**config.mk**
```make
export PLATFORM = sky130hd
export DESIGN_NAME = axil_regs
export DESIGN_NICKNAME = d
export VERILOG_FILES = /design/src/rtl/axil_regs.sv
export SDC_FILE = /design/constraint.sdc
export NUM_CORES = 1
export LEC_CHECK = 0
export BUFFER_PORTS_ARGS = -buffer_cell sky130_fd_sc_hd__buf_2
export CELL_PAD_IN_SITES_DETAIL_PLACEMENT = 0
export CELL_PAD_IN_SITES_GLOBAL_PLACEMENT = 1
export CORE_MARGIN = 10
export CORE_UTILIZATION = 41
export DETAILED_ROUTE_END_ITERATION = 8
export PLACE_DENSITY_LB_ADDON = 0.1
export RECOVER_POWER = 50
export SLEW_MARGIN = 10
export SYNTH_ARGS = -nofsm -noshare
export SYNTH_HDL_FRONTEND = slang
export SYNTH_SLANG_ARGS = --single-unit
```
**constraint.sdc**
```tcl
create_clock -name S_AXI_aclk -period 2.3 [get_ports S_AXI_aclk]
set_clock_uncertainty 0.2 [all_clocks]
set_input_delay 0.115 -clock S_AXI_aclk [delete_from_list [all_inputs] [get_ports S_AXI_aclk]]
set_output_delay 0.115 -clock S_AXI_aclk [all_outputs]
set_load 0.02 [all_outputs]
```
**src/rtl/axil_regs.sv**
```systemverilog
// AXI4-Lite slave register block decoding a 4 KB window:
// ID, STATUS, SCRATCH, CTRL and USER0-3, with independent read and write FSMs.
module axil_regs #(
  parameter int unsigned DATA_WIDTH = 32,
  parameter int unsigned ADDR_WIDTH = 32,
  parameter logic [31:0] ID_VALUE   = 32'hA11E_0001
) (
  input  logic                      S_AXI_aclk,
  input  logic                      S_AXI_aresetn,
  input  logic [ADDR_WIDTH-1:0]     S_AXI_awaddr,
  input  logic [2:0]                S_AXI_awprot,
  input  logic                      S_AXI_awvalid,
  output logic                      S_AXI_awready,
  input  logic [DATA_WIDTH-1:0]     S_AXI_wdata,
  input  logic [DATA_WIDTH/8-1:0]   S_AXI_wstrb,
  input  logic                      S_AXI_wvalid,
  output logic                      S_AXI_wready,
  output logic [1:0]                S_AXI_bresp,
  output logic                      S_AXI_bvalid,
  input  logic                      S_AXI_bready,
  input  logic [ADDR_WIDTH-1:0]     S_AXI_araddr,
  input  logic [2:0]                S_AXI_arprot,
  input  logic                      S_AXI_arvalid,
  output logic                      S_AXI_arready,
  output logic [DATA_WIDTH-1:0]     S_AXI_rdata,
  output logic [1:0]                S_AXI_rresp,
  output logic                      S_AXI_rvalid,
  input  logic                      S_AXI_rready,
  input  logic [DATA_WIDTH-1:0]     status_in,
  output logic [DATA_WIDTH-1:0]     ctrl_out,
  output logic                      ctrl_wr,
  output logic [4*DATA_WIDTH-1:0]   user_out
);

  localparam logic [1:0] RESP_OKAY   = 2'b00;
  localparam logic [1:0] RESP_SLVERR = 2'b10;

  typedef enum logic {W_IDLE, W_RESP} wstate_t;
  typedef enum logic {R_IDLE, R_DATA} rstate_t;

  wstate_t wstate_q;
  rstate_t rstate_q;

  logic                      awready_q, wready_q, bvalid_q, ctrl_wr_q;
  logic [1:0]                bresp_q;
  logic                      aw_held_q, w_held_q;
  logic [9:0]                awidx_q;
  logic [DATA_WIDTH-1:0]     wdata_q;
  logic [DATA_WIDTH/8-1:0]   wstrb_q;

  logic                      arready_q, rvalid_q;
  logic [1:0]                rresp_q;
  logic [DATA_WIDTH-1:0]     rdata_q;

  logic [DATA_WIDTH-1:0]     scratch_q, ctrl_q;
  logic [3:0][DATA_WIDTH-1:0] user_q;

  logic                      aw_hs, w_hs, have_aw, have_w, wr_ok;
  logic [9:0]                wr_idx;
  logic [DATA_WIDTH-1:0]     wr_data;
  logic [DATA_WIDTH/8-1:0]   wr_strb;
  logic                      rd_ok;
  logic [9:0]                rd_idx;
  logic [DATA_WIDTH-1:0]     rd_val;

  // Protection bits, upper address bits and byte offset are not decoded.
  logic unused_bits;
  assign unused_bits = ^{S_AXI_awprot, S_AXI_arprot,
                         S_AXI_awaddr[ADDR_WIDTH-1:12], S_AXI_awaddr[1:0],
                         S_AXI_araddr[ADDR_WIDTH-1:12], S_AXI_araddr[1:0]};

  function automatic logic [DATA_WIDTH-1:0] merge_bytes(
    input logic [DATA_WIDTH-1:0]   old_v,
    input logic [DATA_WIDTH-1:0]   new_v,
    input logic [DATA_WIDTH/8-1:0] strb
  );
    logic [DATA_WIDTH-1:0] r;
    r = old_v;
    for (int unsigned i = 0; i < DATA_WIDTH/8; i++) begin
      if (strb[i]) r[8*i +: 8] = new_v[8*i +: 8];
    end
    return r;
  endfunction

  // Write-side handshakes; a captured AW/W takes precedence over the live bus.
  always_comb begin
    aw_hs   = S_AXI_awvalid && awready_q;
    w_hs    = S_AXI_wvalid && wready_q;
    have_aw = aw_held_q || aw_hs;
    have_w  = w_held_q || w_hs;
    wr_idx  = aw_held_q ? awidx_q : S_AXI_awaddr[11:2];
    wr_data = w_held_q ? wdata_q : S_AXI_wdata;
    wr_strb = w_held_q ? wstrb_q : S_AXI_wstrb;
    wr_ok   = (wr_idx[9:3] == '0);
  end

  // Read decode of the live AR address, sampled at the AR handshake.
  always_comb begin
    rd_idx = S_AXI_araddr[11:2];
    rd_ok  = (rd_idx[9:3] == '0);
    rd_val = '0;
    case (rd_idx[2:0])
      3'd0:    rd_val = ID_VALUE;
      3'd1:    rd_val = status_in;
      3'd2:    rd_val = scratch_q;
      3'd3:    rd_val = ctrl_q;
      default: rd_val = user_q[rd_idx[1:0]];
    endcase
    if (!rd_ok) rd_val = '0;
  end

  // Write FSM: the commit happens on the edge that completes the second of AW/W,
  // bypassing the capture registers when both arrive together.
  always_ff @(posedge S_AXI_aclk) begin
    if (!S_AXI_aresetn) begin
      wstate_q  <= W_IDLE;
      awready_q <= 1'b0;
      wready_q  <= 1'b0;
      bvalid_q  <= 1'b0;
      bresp_q   <= RESP_OKAY;
      aw_held_q <= 1'b0;
      w_held_q  <= 1'b0;
      awidx_q   <= '0;
      wdata_q   <= '0;
      wstrb_q   <= '0;
      ctrl_wr_q <= 1'b0;
      scratch_q <= '0;
      ctrl_q    <= '0;
      user_q    <= '0;
    end else begin
      ctrl_wr_q <= 1'b0;
      case (wstate_q)
        W_IDLE: begin
          if (have_aw && have_w) begin
            if (wr_ok) begin
              case (wr_idx[2:0])
                3'd2: scratch_q <= merge_bytes(scratch_q, wr_data, wr_strb);
                3'd3: begin
                  ctrl_q    <= merge_bytes(ctrl_q, wr_data, wr_strb);
                  ctrl_wr_q <= 1'b1;
                end
                default: begin
                  if (wr_idx[2])
                    user_q[wr_idx[1:0]] <= merge_bytes(user_q[wr_idx[1:0]], wr_data, wr_strb);
                end
              endcase
            end
            bresp_q   <= wr_ok ? RESP_OKAY : RESP_SLVERR;
            bvalid_q  <= 1'b1;
            awready_q <= 1'b0;
            wready_q  <= 1'b0;
            aw_held_q <= 1'b0;
            w_held_q  <= 1'b0;
            wstate_q  <= W_RESP;
          end else begin
            aw_held_q <= have_aw;
            w_held_q  <= have_w;
            if (aw_hs) awidx_q <= S_AXI_awaddr[11:2];
            if (w_hs) begin
              wdata_q <= S_AXI_wdata;
              wstrb_q <= S_AXI_wstrb;
            end
            awready_q <= !have_aw;
            wready_q  <= !have_w;
          end
        end
        W_RESP: begin
          if (S_AXI_bready) begin
            bvalid_q  <= 1'b0;
            awready_q <= 1'b1;
            wready_q  <= 1'b1;
            wstate_q  <= W_IDLE;
          end
        end
        default: wstate_q <= W_IDLE;
      endcase
    end
  end

  // Read FSM: data and response latched at the AR handshake, held until accepted.
  always_ff @(posedge S_AXI_aclk) begin
    if (!S_AXI_aresetn) begin
      rstate_q  <= R_IDLE;
      arready_q <= 1'b0;
      rvalid_q  <= 1'b0;
      rdata_q   <= '0;
      rresp_q   <= RESP_OKAY;
    end else begin
      case (rstate_q)
        R_IDLE: begin
          if (S_AXI_arvalid && arready_q) begin
            rdata_q   <= rd_val;
            rresp_q   <= rd_ok ? RESP_OKAY : RESP_SLVERR;
            rvalid_q  <= 1'b1;
            arready_q <= 1'b0;
            rstate_q  <= R_DATA;
          end else begin
            arready_q <= 1'b1;
          end
        end
        R_DATA: begin
          if (S_AXI_rready) begin
            rvalid_q  <= 1'b0;
            arready_q <= 1'b1;
            rstate_q  <= R_IDLE;
          end
        end
        default: rstate_q <= R_IDLE;
      endcase
    end
  end

  assign S_AXI_awready = awready_q;
  assign S_AXI_wready  = wready_q;
  assign S_AXI_bvalid  = bvalid_q;
  assign S_AXI_bresp   = bresp_q;
  assign S_AXI_arready = arready_q;
  assign S_AXI_rvalid  = rvalid_q;
  assign S_AXI_rdata   = rdata_q;
  assign S_AXI_rresp   = rresp_q;
  assign ctrl_out      = ctrl_q;
  assign ctrl_wr       = ctrl_wr_q;
  assign user_out      = user_q;

endmodule

```
* Yosys cells after proc, flatten, opt, wreduce, memory -nomap -nowiden
Index checks and enable logic that the tools add are counted.
** Storage, ports and cells
- Bits in registers :: 284
- Input bits :: 145
- Output and inout bits :: 202
- Word-level logic and storage cells :: 140
** Operators by class
- $lt $le $gt $ge :: 3
- Equal/unequal tests :: 9
- Multiplexer cells :: 65
- Bitwise logic cells :: 6
- Reductions and logical operators :: 29
** Operator list (count)
- two-way mux 8 bit :: 28
- two-way mux 32 bit :: 5
- binary-select mux 32 bit (select 2 bit) :: 2
- bitwise mux 128 bit :: 1
- one-hot mux 32 bit (4 select lines) :: 1
- demux 32 bit (select 2 bit) :: 1
- AND reduction 5 bit :: 9
- two-way mux 1 bit :: 16
- zero test 7 bit :: 2
- one-hot mux 1 bit (2 select lines) :: 7
- == test 3 x 2 -> 1 bit, second input constant :: 4
- two-way mux 10 bit :: 1
- != test 2 bit, second input constant :: 4
- AND reduction 2 bit :: 4
- < comparator 2 x 3 -> 1 bit, second input constant :: 2
- NOT 1 bit :: 6
- AND reduction 3 bit :: 2
- logical AND 1 bit :: 5
- two-way mux 2 bit :: 2
- two-way mux 4 bit :: 1
- OR reduction 4 bit :: 1
- == test 3 x 1 -> 1 bit, second input constant :: 1
- zero test 3 bit :: 1
- >= comparator 2 x 1 -> 1 bit, second input constant :: 1
- other kinds (3) :: 5

* Depth between registers and ports, before layout
- Depth after elaboration :: 11
- Gate-level depth with buffers :: 8
- Gate-level depth less buffers :: 5

* Worst setup path before layout
Ideal clock, no wire load.
- Path kind :: register to register
- Start :: reg wready_q, in the netlist S_AXI_wready
- End :: reg user_q (netlist bit user_out[38])
- Setup time :: 0.117 ns
- Data arrival time :: 1.921 ns
- Required time :: 1.983 ns
- Slack :: 0.062 ns
- Cell stages (with the launch flop) :: 7
- Path buffers :: 1
- Path through :: dfxtp_1 a21oi_1 or2_2 a211oi_2 a21oi_2 buf_2 a22o_1
** Between the ends
- Word-level cells in the longest chain between the ends :: 4
** Ends and longest elaborated chain
- start, declared :: RTL line 44 : logic awready_q, wready_q, bvalid_q, ctrl_wr_q;
- start signal, assigned :: RTL line 164 : wready_q <= !have_w;
- logical AND 1 bit :: RTL line 88 : w_hs = S_AXI_wvalid && wready_q;
- logical OR 1 bit :: RTL line 90 : have_w = w_held_q || w_hs;
- logical AND 1 bit :: RTL line 134 : if (have_aw && have_w) begin
- AND reduction 5 bit (no line)
- end signal, assigned by index :: RTL line 144 : user_q[wr_idx[1:0]] <= merge_bytes(user_q[wr_idx[1:0]], wr_data, wr_strb);
- end, declared :: RTL line 56 : logic [3:0][DATA_WIDTH-1:0] user_q;
No other way between the ends.
A chain may end at the register's enable or synchronous reset.

* Worst setup path after layout
- Start :: reg aw_held_q
- End :: reg user_q (netlist bit user_out[108])
** Between the ends
- Word-level cells in the longest chain between the ends :: 11
- Elaborated cells on any way between the ends :: 24
- Classes of those cells :: order compare: 2; eq/ne: 2; mux: 13; bitwise: 1; reduce/logical: 6
** Ends and longest elaborated chain
- start, declared :: RTL line 46 : logic aw_held_q, w_held_q;
- start signal, assigned :: RTL line 156 : aw_held_q <= have_aw;
- two-way mux 10 bit :: RTL line 91 : wr_idx = aw_held_q ? awidx_q : S_AXI_awaddr[11:2];
- binary-select mux 32 bit (select 2 bit) :: RTL line 144
- two-way mux 32 bit (implied by the code) :: RTL line 144
- two-way mux 8 bit :: RTL line 80 : if (strb[i]) r[8*i +: 8] = new_v[8*i +: 8];
- two-way mux 8 bit :: RTL line 143 : if (wr_idx[2])
- two-way mux 8 bit :: RTL line 136 : case (wr_idx[2:0])
- two-way mux 8 bit :: RTL line 135 : if (wr_ok) begin
- two-way mux 8 bit :: RTL line 134
- two-way mux 8 bit :: RTL line 132 : case (wstate_q)
- two-way mux 8 bit :: RTL line 115 : if (!S_AXI_aresetn) begin
- bitwise mux 128 bit :: RTL line 144
Parallel ways exist; a longest one is shown, timed or not. The select of a mux whose other input is x is not followed.

==> impl_metrics.env <==
export IMPL_grt_pass1_vias=12900
export IMPL_regToRegSetupSlack_ps=90
export IMPL_ys_types=54
export IMPL_synth_area_per_cell_um2=9.91
export IMPL_dp_hpwl_um=42100
export IMPL_cp_end_kind="flop"
export IMPL_ys_flop_type="dfxtp_1"
export IMPL_max_freq_mhz=452
export IMPL_slew_violations=0
export IMPL_post_drt_wl_per_cell_um=26.0
export IMPL_synth_edf_count=0
export IMPL_maxCapViolations=0
export IMPL_clockBufferDepth=3
export IMPL_tightest_slew_ps=744
export IMPL_drc_errors=0
export IMPL_finalSetupViolations=0
export IMPL_power_leakage_nw=6.69
export IMPL_synth_simple_gate_area_share_pct=9.96
export IMPL_crit_start="aw_held_q"
export IMPL_hold_start="status_in[28]"
export IMPL_final_common_cell="dfxtp_1"
export IMPL_cts_sinks=282
export IMPL_post_route_min_period_ps=2210
export IMPL_seqCellArea_mm2=0.00565
export IMPL_track_usage_pct=26.7
export IMPL_final_cell_mix="dfxtp_1 (279), clkbuf_1 (208), nand2_1 (178)"
export IMPL_cts_htree_levels=2
export IMPL_violations="hold timing"
export IMPL_cp_max_fo=5
export IMPL_synth_compound_area_share_pct=28.3
export IMPL_synth_xor_area_share_pct=0
export IMPL_nFillCells=3073
export IMPL_critPathCapture="user_out[108]"
export IMPL_power_density_mw_per_mm2=666
export IMPL_drive_gt1_share_pct=25.9
export IMPL_arrival_ps=2470
export IMPL_netlist_instances=1355
export IMPL_drt_pass1_iter_count=7
export IMPL_min_path_type="in2reg"
export IMPL_row_count=66
export IMPL_routed_wl_um=58000
export IMPL_cp_required_ps=2560
export IMPL_reg2reg_from="aw_held_q"
export IMPL_synth_top_family_by_area="compound AO/OA/AOI/OAI gates"
export IMPL_status="finished, violations left"
export IMPL_synth_seq_cells=282
export IMPL_peakVddDrop_uv=467
export IMPL_cts_root_buf="clkbuf_16"
export IMPL_nNetsFinal=1912
export IMPL_yosysWarnings=0
export IMPL_fin_crit_sh_pct=96.2
export IMPL_first_iter_violations=1153
export IMPL_start_kind="flop"
export IMPL_antenna_found_initial=1
export IMPL_syn_area_mm2=0.0134
export IMPL_async_flop_share_pct=0
export IMPL_gp_congestion=0.876
export IMPL_power_mw=11.8
export IMPL_path_clk_slew_ps=60
export IMPL_port_buffers=294
export IMPL_grt_pass1_wl_um=84100
export IMPL_reg2regPathDepth=7
export IMPL_hold_viol=2
export IMPL_die_area_mm2=0.0404
export IMPL_synth_mux_area_share_pct=15.1
export IMPL_cts_tree="yes"
export IMPL_die_height_um=201
export IMPL_ant_nets=0
export IMPL_die_w_um=201
export IMPL_final_util_pct=54.8
export IMPL_grt_overflow=0
export IMPL_synthAdderAreaFrac_pct=0
export IMPL_viasPerCell=6.00
export IMPL_multiInputGateArea_mm2=0.00725
export IMPL_r2r_end="user_out[108]"
export IMPL_slew_headroom_pct=50.4
export IMPL_grt_max_degree=37
export IMPL_via_count=13400
export IMPL_pin_count=347
export IMPL_clock_latency_ps=520
export IMPL_cts_made_buffers=34
export IMPL_hold_ws_ps=-8.81
export IMPL_initial_core_util_pct=41.4
export IMPL_crit_type="reg2reg"
export IMPL_core_area_mm2=0.0325
export IMPL_seq_area_frac_synth_pct=42.0
export IMPL_area_growth_pct=32.3
## cell usage after synthesis (13+ instances only)
cell       instances  share of area [%]
o21ai_0           39                1.5
mux2i_1           80                6.0
a22o_1            44                2.9
a22oi_1           41                2.3
a221oi_1          38                2.5
nand3_1           13               0.48
a21oi_1           77                2.9
clkbuf_1          65                1.8
mux2_2            60                5.0
o221a_2           64                5.4
a32o_1            36                2.7
nand2_1          180                5.0
a221o_1           17                1.3
nor2_1            69                1.9
mux4_2            24                4.0
buf_2             41                1.5
dfxtp_1          282                 42
o2bb2ai_1         50                3.3
## sequential cells by signal, indices dropped and copies added, names as in the netlist
register,cells
aw_held_q,1
wdata_q,32
S_AXI_rresp,1
ctrl_out,32
w_held_q,1
S_AXI_arready,1
wstrb_q,4
ctrl_wr,1
S_AXI_rdata,32
user_out,128
S_AXI_bresp,1
rstate_q,1
S_AXI_rvalid,1
S_AXI_awready,1
awidx_q,10
wstate_q,1
S_AXI_bvalid,1
scratch_q,32
S_AXI_wready,1
## how the worst min path moves through the flow
stage               cells past startpoint               to  slack (ps)
floorplan                               1     S_AXI_bvalid          10
global placement                        2     S_AXI_bvalid         120
detailed placement                      2     S_AXI_bvalid         130
CTS                                     5  S_AXI_rdata[19]         0.9
global route                            5  S_AXI_rdata[29]          50
finish                                  6  S_AXI_rdata[28]          -9
## cell families after synthesis
| family | after synthesis |
|---|---|
| AND/OR/NAND/NOR | 303 |
| multiplexers | 165 |
| AO/OA/AOI/OAI | 467 |
| buffers and inverters | 137 |
| flip-flops | 282 |
| other | 1 |
## layout make-up
cell class | instances | area share (%)
multi-input cells | 938 | 40.8
well taps | 442 | 3.11
flip-flops and latches | 282 | 31.8
clock inverters | 11 | 0.486
diodes | 2 | 0.0282
repair buffers | 500 | 18.1
inverters | 11 | 0.232
clock buffers | 46 | 5.50
## metrics by stage
step / cells / hold slack (ps) / setup slack, ps / area, µm² / TNS (ps)
global placement: 2098 / 123 / -31.0 / 16100 / -851
global route: 2231 / 47.7 / -12.2 / 17800 / -56.3
CTS: 2227 / 0.937 / -0.668 / 17900 / -0.668
detailed placement: 2098 / 128 / -39.5 / 16100 / -572
finish: 2232 / -8.81 / 87.4 / 17800 / 0
floorplan: 1356 / 14.0 / 61.9 / 13400 / 0
## report_power, final
group / total, mW / internal [mW] / switching [mW] / leakage, nW
Combinational: 1.66 / 0.639 / 1.02 / 3.89
Sequential: 4.99 / 4.95 / 0.0461 / 2.28
Clock: 5.19 / 3.08 / 2.11 / 0.530
## routing by layer
metal,up-vias,global-route usage [%],wire length (µm)
met4,0,7.28,1370
met1,6618,36.7,25800
met2,647,41.4,25900
met5,-,0,0
met3,87,5.49,4880
li1,6048,-,-
## repair_timing
action                                  4_1_cts  5_1_grt
gates cloned                                  0        3
endpoints found under the setup margin       80      180
pin swaps                                     0        4
hold buffers                                 71        0
hold endpoints to repair                    137        0
gates resized for setup                       5       39
buffers inserted                              1        1
## worst max-delay path: stages, from the launching register on
cell      delay (ps)
dfxtp_2          390
buf_4            150
clkinv_1         210
nor3_1           340
buf_4            200
a221oi_1          70
a21boi_0         420
a22o_1           190
(Power assumes the default switching activity.)
